$ cat src/rtl/kalman_pkg.sv
// Shared definitions for the Kalman datapath blocks (divider arbiter, matrix inversor).
// Holds the FSM state encoding, the default operand width and the divider Q-format split.
package kalman_pkg;

    typedef enum logic [1:0] {
        ST_IDLE  = 2'd0,
        ST_ISSUE = 2'd1,
        ST_WAIT  = 2'd2,
        ST_DONE  = 2'd3
    } fsm_state_e;

    localparam int KALMAN_WIDTH = 16;

    // Divider result: integer quotient sits Q_SPLIT operand-widths above bit 0, remainder below.
    localparam int Q_SPLIT = 1;

    function automatic int q_int_lsb(input int width);
        return width * Q_SPLIT;
    endfunction

endpackage

$ cat src/rtl/div_arbiter_rr_priority.sv
// Round-robin one-hot select: scans from last_owner+1 upward (mod NREQ)
// and picks the first requester that is asserting req.
module rr_priority #(
    parameter int NREQ = 4,
    parameter int LW   = (NREQ > 1) ? $clog2(NREQ) : 1
) (
    input  logic [NREQ-1:0] req,
    input  logic [LW-1:0]   last_owner,
    output logic [NREQ-1:0] grant,
    output logic [LW-1:0]   grant_idx,
    output logic            any
);

    logic [LW-1:0] cand_s;

    // First asserted requester after last_owner, wrapping once around the ring.
    always_comb begin
        grant     = '0;
        grant_idx = '0;
        any       = 1'b0;
        cand_s    = '0;
        for (int i = 1; i <= NREQ; i++) begin
            cand_s = LW'((int'(last_owner) + i) % NREQ);
            if (!any && req[cand_s]) begin
                any           = 1'b1;
                grant[cand_s] = 1'b1;
                grant_idx     = cand_s;
            end else begin
                any = any;
            end
        end
    end

endmodule

$ cat src/rtl/div_arbiter.sv
// Shares one external signed divider between NREQ requesters with round-robin
// arbitration, divide-by-zero saturation and a WAIT timeout.
module div_arbiter
    import kalman_pkg::*;
#(
    parameter int WIDTH   = KALMAN_WIDTH,
    parameter int NREQ    = 4,
    parameter int TIMEOUT = 64
) (
    input  logic                  clk,
    input  logic                  rst,
    input  logic [NREQ-1:0]       req,
    input  logic [NREQ*WIDTH-1:0] dividend,
    input  logic [NREQ*WIDTH-1:0] divisor,
    output logic [NREQ-1:0]       gnt,
    output logic [NREQ-1:0]       done,
    output logic [WIDTH-1:0]      quotient,
    output logic                  err,
    output logic                  busy,
    output logic [WIDTH-1:0]      div_dividend,
    output logic [WIDTH-1:0]      div_divisor,
    output logic                  div_tvalid,
    input  logic [2*WIDTH-1:0]    div_dout,
    input  logic                  div_dout_valid
);

    localparam int LW   = (NREQ > 1) ? $clog2(NREQ) : 1;
    localparam int CW   = $clog2(TIMEOUT + 1);
    localparam int QLSB = q_int_lsb(WIDTH);
    localparam logic [LW-1:0] LAST_RST = LW'(NREQ - 1);
    localparam logic [CW-1:0] CNT_LAST = CW'(TIMEOUT - 1);

    function automatic logic [WIDTH-1:0] dbz_quotient(input logic negative);
        return negative ? {1'b1, {(WIDTH-1){1'b0}}} : {1'b0, {(WIDTH-1){1'b1}}};
    endfunction

    fsm_state_e       state_r, state_s;
    logic [LW-1:0]    owner_r, owner_s, last_owner_r, last_owner_s, rr_idx_s;
    logic [NREQ-1:0]  rr_grant_s;
    logic             rr_any_s;
    logic [CW-1:0]    cnt_r, cnt_s;
    logic [WIDTH-1:0] win_dividend_s, win_divisor_s;
    logic [WIDTH-1:0] opa_r, opa_s, opb_r, opb_s;
    logic [NREQ-1:0]  gnt_r, gnt_s, done_r, done_s;
    logic [WIDTH-1:0] quotient_r, quotient_s;
    logic             err_r, err_s, busy_r, busy_s, tvalid_r, tvalid_s;
    logic             unused_dout_s;

    rr_priority #(.NREQ(NREQ), .LW(LW)) u_rr (
        .req        (req),
        .last_owner (last_owner_r),
        .grant      (rr_grant_s),
        .grant_idx  (rr_idx_s),
        .any        (rr_any_s)
    );

    assign win_dividend_s = dividend[rr_idx_s*WIDTH +: WIDTH];
    assign win_divisor_s  = divisor[rr_idx_s*WIDTH +: WIDTH];
    assign unused_dout_s  = ^div_dout[QLSB-1:0];

    // State register.
    always_ff @(posedge clk) begin
        if (rst) begin
            state_r <= ST_IDLE;
        end else begin
            state_r <= state_s;
        end
    end

    // Next-state logic; a zero divisor bypasses the divider entirely.
    always_comb begin
        state_s = state_r;
        case (state_r)
            ST_IDLE: begin
                if (rr_any_s) state_s = ST_ISSUE;
                else          state_s = ST_IDLE;
            end
            ST_ISSUE: begin
                if (opb_r == '0) state_s = ST_DONE;
                else             state_s = ST_WAIT;
            end
            ST_WAIT: begin
                if (div_dout_valid || (cnt_r == CNT_LAST)) state_s = ST_DONE;
                else                                       state_s = ST_WAIT;
            end
            ST_DONE: state_s = ST_IDLE;
            default: state_s = ST_IDLE;
        endcase
    end

    // Output/datapath next values, computed so registered outputs line up with state_s.
    always_comb begin
        gnt_s        = gnt_r;
        done_s       = '0;
        err_s        = 1'b0;
        quotient_s   = quotient_r;
        busy_s       = (state_s != ST_IDLE);
        tvalid_s     = 1'b0;
        cnt_s        = '0;
        opa_s        = opa_r;
        opb_s        = opb_r;
        owner_s      = owner_r;
        last_owner_s = last_owner_r;
        case (state_r)
            ST_IDLE: begin
                if (rr_any_s) begin
                    gnt_s    = rr_grant_s;
                    owner_s  = rr_idx_s;
                    opa_s    = win_dividend_s;
                    opb_s    = win_divisor_s;
                    tvalid_s = (win_divisor_s != '0);
                end else begin
                    gnt_s = '0;
                end
            end
            ST_ISSUE: begin
                if (opb_r == '0) begin
                    done_s     = gnt_r;
                    err_s      = 1'b1;
                    quotient_s = dbz_quotient(opa_r[WIDTH-1]);
                end else begin
                    tvalid_s = 1'b1;
                end
            end
            ST_WAIT: begin
                // A valid on the last counted cycle still wins over the timeout.
                if (div_dout_valid) begin
                    done_s     = gnt_r;
                    quotient_s = div_dout[QLSB +: WIDTH];
                end else if (cnt_r == CNT_LAST) begin
                    done_s     = gnt_r;
                    err_s      = 1'b1;
                    quotient_s = '0;
                end else begin
                    tvalid_s = 1'b1;
                    cnt_s    = cnt_r + CW'(1);
                end
            end
            ST_DONE: begin
                gnt_s        = '0;
                last_owner_s = owner_r;
            end
            default: gnt_s = '0;
        endcase
    end

    // Registered outputs and transaction context.
    always_ff @(posedge clk) begin
        if (rst) begin
            gnt_r        <= '0;
            done_r       <= '0;
            err_r        <= 1'b0;
            busy_r       <= 1'b0;
            tvalid_r     <= 1'b0;
            quotient_r   <= '0;
            cnt_r        <= '0;
            opa_r        <= '0;
            opb_r        <= {{(WIDTH-1){1'b0}}, 1'b1};
            owner_r      <= '0;
            last_owner_r <= LAST_RST;
        end else begin
            gnt_r        <= gnt_s;
            done_r       <= done_s;
            err_r        <= err_s;
            busy_r       <= busy_s;
            tvalid_r     <= tvalid_s;
            quotient_r   <= quotient_s;
            cnt_r        <= cnt_s;
            opa_r        <= opa_s;
            opb_r        <= opb_s;
            owner_r      <= owner_s;
            last_owner_r <= last_owner_s;
        end
    end

    assign gnt          = gnt_r;
    assign done         = done_r;
    assign err          = err_r;
    assign busy         = busy_r;
    assign div_tvalid   = tvalid_r;
    assign quotient     = quotient_r;
    assign div_dividend = opa_r;
    assign div_divisor  = opb_r;

endmodule

$ cat config.mk
export PLATFORM = sky130hd
export DESIGN_NAME = div_arbiter
export DESIGN_NICKNAME = d
export VERILOG_FILES = /design/src/rtl/kalman_pkg.sv /design/src/rtl/div_arbiter_rr_priority.sv /design/src/rtl/div_arbiter.sv
export SDC_FILE = /design/constraint.sdc
export NUM_CORES = 1
export LEC_CHECK = 0
export BUFFER_PORTS_ARGS = -buffer_cell sky130_fd_sc_hd__buf_2
export CAP_MARGIN = 20
export CORE_MARGIN = 2
export CORE_UTILIZATION = 25
export DETAILED_ROUTE_END_ITERATION = 10
export HOLD_SLACK_MARGIN = 0.06
export REMOVE_ABC_BUFFERS = 1
export SYNTH_ARGS = -nofsm -noshare
export SYNTH_HDL_FRONTEND = slang
export SYNTH_SLANG_ARGS = --single-unit
$ cat constraint.sdc
create_clock -name clk -period 5.93 [get_ports clk]
set_input_delay 0.593 -clock clk [delete_from_list [all_inputs] [get_ports clk]]
set_output_delay 0.593 -clock clk [all_outputs]
set_load 0.03 [all_outputs]
==> Flow_metrics.wiki <==
{| class="wikitable"
! Metric !! Value
|-
| Status || finished, final reports clean
|-
| Total instance count after detailed placement || 1,022
|-
| Max Root-Sink Buffers || 2
|-
| Relative slew slack || 0.335
|-
| Leading cell types in the layout, fill and taps excluded || 209 x buf_2, 136 x nand2_1, 72 x nand3_1, 72 x dfxtp_1, 58 x nor2_1
|-
| WL final || 16.2 mm
|-
| Largest area contributor in the synthesized netlist || dfxtp_1
|-
| Number of global-route vias before repair || 4,652
|-
| DRT antenna net count || 0
|-
| Overall die area || 19,600 um2
|-
| Startpoint-to-endpoint class of the critical path || flip-flop to flip-flop
|-
| Clock edge transition at the registers on the reported setup and hold paths || 0.06 ns
|-
| Starting density of the core || 0.256
|-
| Worst endpoint data arrival time || 4.54 ns
|-
| Shortest clock period the worst path allows after layout || 4.34 ns
|-
| Via count normalized by instance count || 4.93
|-
| Area growth from synthesis to layout || 32.5%
|-
| Flops & latches, synth || 72
|-
| Antenna cells || 0
|-
| # port buffers || 209
|-
| Master cell of the clock root buffer || clkbuf_16
|-
| Slowest cell delay on critical path || 0.61 ns
|-
| Number of distinct library cells after synthesis || 54
|-
| Total negative setup slack || 0 ns
|-
| Mapped cell area || 4620 um2
|-
| Setup repair after global routing missed its margin || false
|-
| Number of vias after detailed routing || 5,119
|-
| Number of synthesized flops with an enable pin || 0
|-
| Number of levels in the clock H-tree || 3
|-
| Average size of a mapped cell || 7.37 um2
|-
| Class of the tightest hold or removal check || flip-flop to flip-flop
|-
| Post-route non-filler standard cell count || 1,039
|-
| Maximum ir drop on the vdd rail || 0.237 mV
|-
| Detailed Route Iter0 Violations || 293
|-
| Final number of max-transition violations || 0
|-
| Maximum number of pins on one net before global-route repair || 55
|-
| Number of max-capacitance violations reported || 0
|-
| Critical path, cell by cell || inv_1 > ha_1 > mux2i_1 > mux2_2 > a21oi_4 > nor2_4 > buf_4 > mux2_2 > a211oi_1 > nor3_1
|-
| Post-layout nets || 987
|-
| Setup violation total in the final timing report || 0
|-
| DR pass1 iterations || 5
|-
| Clock latency of the later-clocked register in the worst-skew pair || 0.34 ns
|-
| Post-synthesis cell count || 626
|-
| Count of buffers added by post-CTS timing repair for setup || 0
|-
| Grt total ovfl || 0
|-
| Most common cell after layout, fill and taps aside || buf_2
|-
| Crit path max fanout || 30
|-
| Cell with the most instances on the worst path || mux2_2
|-
| Warning count from the yosys run || 0
|-
| Height of the die || 140 um
|-
| Core footprint || 18,000 um2
|-
| Critical path launch point type || flip-flop
|-
| Routed WL per cell || 15.6 um
|-
| Main synth FF type || dfxtp_1
|-
| Number of placement rows || 49
|-
| DP Wirelength || 11.8 mm
|-
| PostCTS Resize Cnt || 0
|-
| LEAKAGE || 2.86 nW
|-
| Critical path's slowest cell || nor2_4
|-
| Largest cells by area after synthesis || dfxtp_1 31%, nand2_1 11%, nand3_1 7.8%
|-
| Hold_buf cts || 0
|-
| Routability Congestion || 0.821
|-
| Count of endpoints failing hold in the final timing report || 0
|-
| Initial antenna violation count || 0
|-
| Slew @ Worst Pin || 0.996 ns
|-
| Portion of the post-synthesis area used by sequential elements || 0.312
|-
| Fin Clk Skew || 0.00650 ns
|-
| Power density relative to cell area || 483 nW/um2
|-
| Proportion of netlist area held by the largest area contributor || 0.312
|-
| Capturing element type of the critical path || flip-flop
|-
| Clock tree from TritonCTS || done
|-
| Post-route clock period utilization || 0.731
|-
| Number of clock sinks || 72
|-
| Number of buffers inserted during clock tree synthesis || 9
|-
| Fraction of layout instances using a drive strength above 1 || 0.311
|-
| Ys async rst share || 0
|-
| I/O Pins || 226
|-
| First-pass GRT wire length || 25.0 mm
|-
| Highest achievable clock rate || 231 MHz
|-
| DRC violation count after routing || 0
|-
| Required time of the critical path || 6.13 ns
|-
| Count of filler cells inserted in the layout || 1,995
|-
| X dimension of the die || 140 um
|-
| Gr usage total || 0.160
|}
cell families (layout without fill, tap and decap cells):
kind of cell,count (synthesis),in the layout,share of synthesized area
buffers and inverters,57,241,0.0577
xor gates and xnor gates,4,4,0.00759
DFF,72,72,0.312
muxes,29,29,0.0762
adders and majority gates,15,15,0.0407
and+or+nand+nor,334,334,0.328
AOI/OAI and AO/OA,115,115,0.178
cell type report:
class,instances,area (um2),area share
Multi-Input combinational cell,497,2940,0.481
Sequential cell,72,1440,0.236
Timing Repair Buffer,217,1110,0.182
Tap cell,229,287,0.0468
Clock buffer,9,225,0.0368
Clock inverter,7,78.8,0.0129
Inverter,8,30.0,0.00491
power breakdown:
part	total, mW	switching (mW)	internal (mW)
Combinational	1.63	1.10	0.534
Sequential	0.760	0.109	0.651
Clock	0.562	0.232	0.330
cells in the mapped netlist (all sizes together) (4+ instances only):
cell / instances
nand2: 137
dfxtp: 72
nand3: 72
nor2: 59
a211oi: 32
clkbuf: 29
a21oi: 28
buf: 20
mux2i: 19
ha: 15
nor3: 13
or3: 10
and3: 9
inv: 8
nand2b: 8
o21ai: 8
o2111ai: 7
a21boi: 6
mux2: 6
nor2b: 6
nor3b: 6
a221oi: 5
nor4: 5
o21a: 5
a22oi: 4
mux4: 4
o41ai: 4
per-stage QoR:
step           hold WS [ns]  instance area (um2)   util  total power [mW]  setup WS, ns
3_5_place_dp          0.435                 5800  0.322              2.40          1.63
3_3_place_gp          0.433                 5800  0.322              2.38          1.64
2_1_floorplan         0.413                 4380      -              1.86         0.671
4_1_cts               0.450                 6100  0.338              2.97          1.62
5_1_grt               0.465                 6120  0.339              3.18          1.26
6_report              0.451                 6120  0.339              2.95          1.59
critical path, delay by kind of cell, from the launching register on:
family                   cells  cell delay [ns]
AO/OA/AOI/OAI                2             0.36
adder cells (fa/ha/maj)      1             0.57
multiplexers                 3             1.38
buffers and inverters        2             0.62
AND/OR/NAND/NOR              2             0.68
flip-flops                   1             0.53
per-layer routing:
metal,wire [um],vias up,GRT usage,share of wire
li1,-,2589,-,-
met2,7430,159,0.255,0.46
met1,7530,2358,0.214,0.47
met4,192,0,0.0342,0.012
met3,1020,13,0.0485,0.063
met5,0,-,0,0
path summary, 6_finish.rpt:
path,startpoint,end,slack [ns],cells past startpoint
setup / recovery,last_owner_r[1],div_divisor[13],1.59,10
hold / removal,div_dividend[10],div_dividend[10],0.45,2
setup reg to reg,last_owner_r[1],div_divisor[13],1.59,10
hold reg to reg,div_dividend[10],div_dividend[10],0.45,2
registers in the layout, summed over array words and instances (netlist names):
signal,cells
div_dividend,16
div_divisor,16
quotient,16
cnt_r,7
done,4
gnt,4
last_owner_r,2
owner_r,2
state_r,2
busy,1
div_tvalid,1
err,1
No activity file was read; power rests on OpenSTA's default activity.
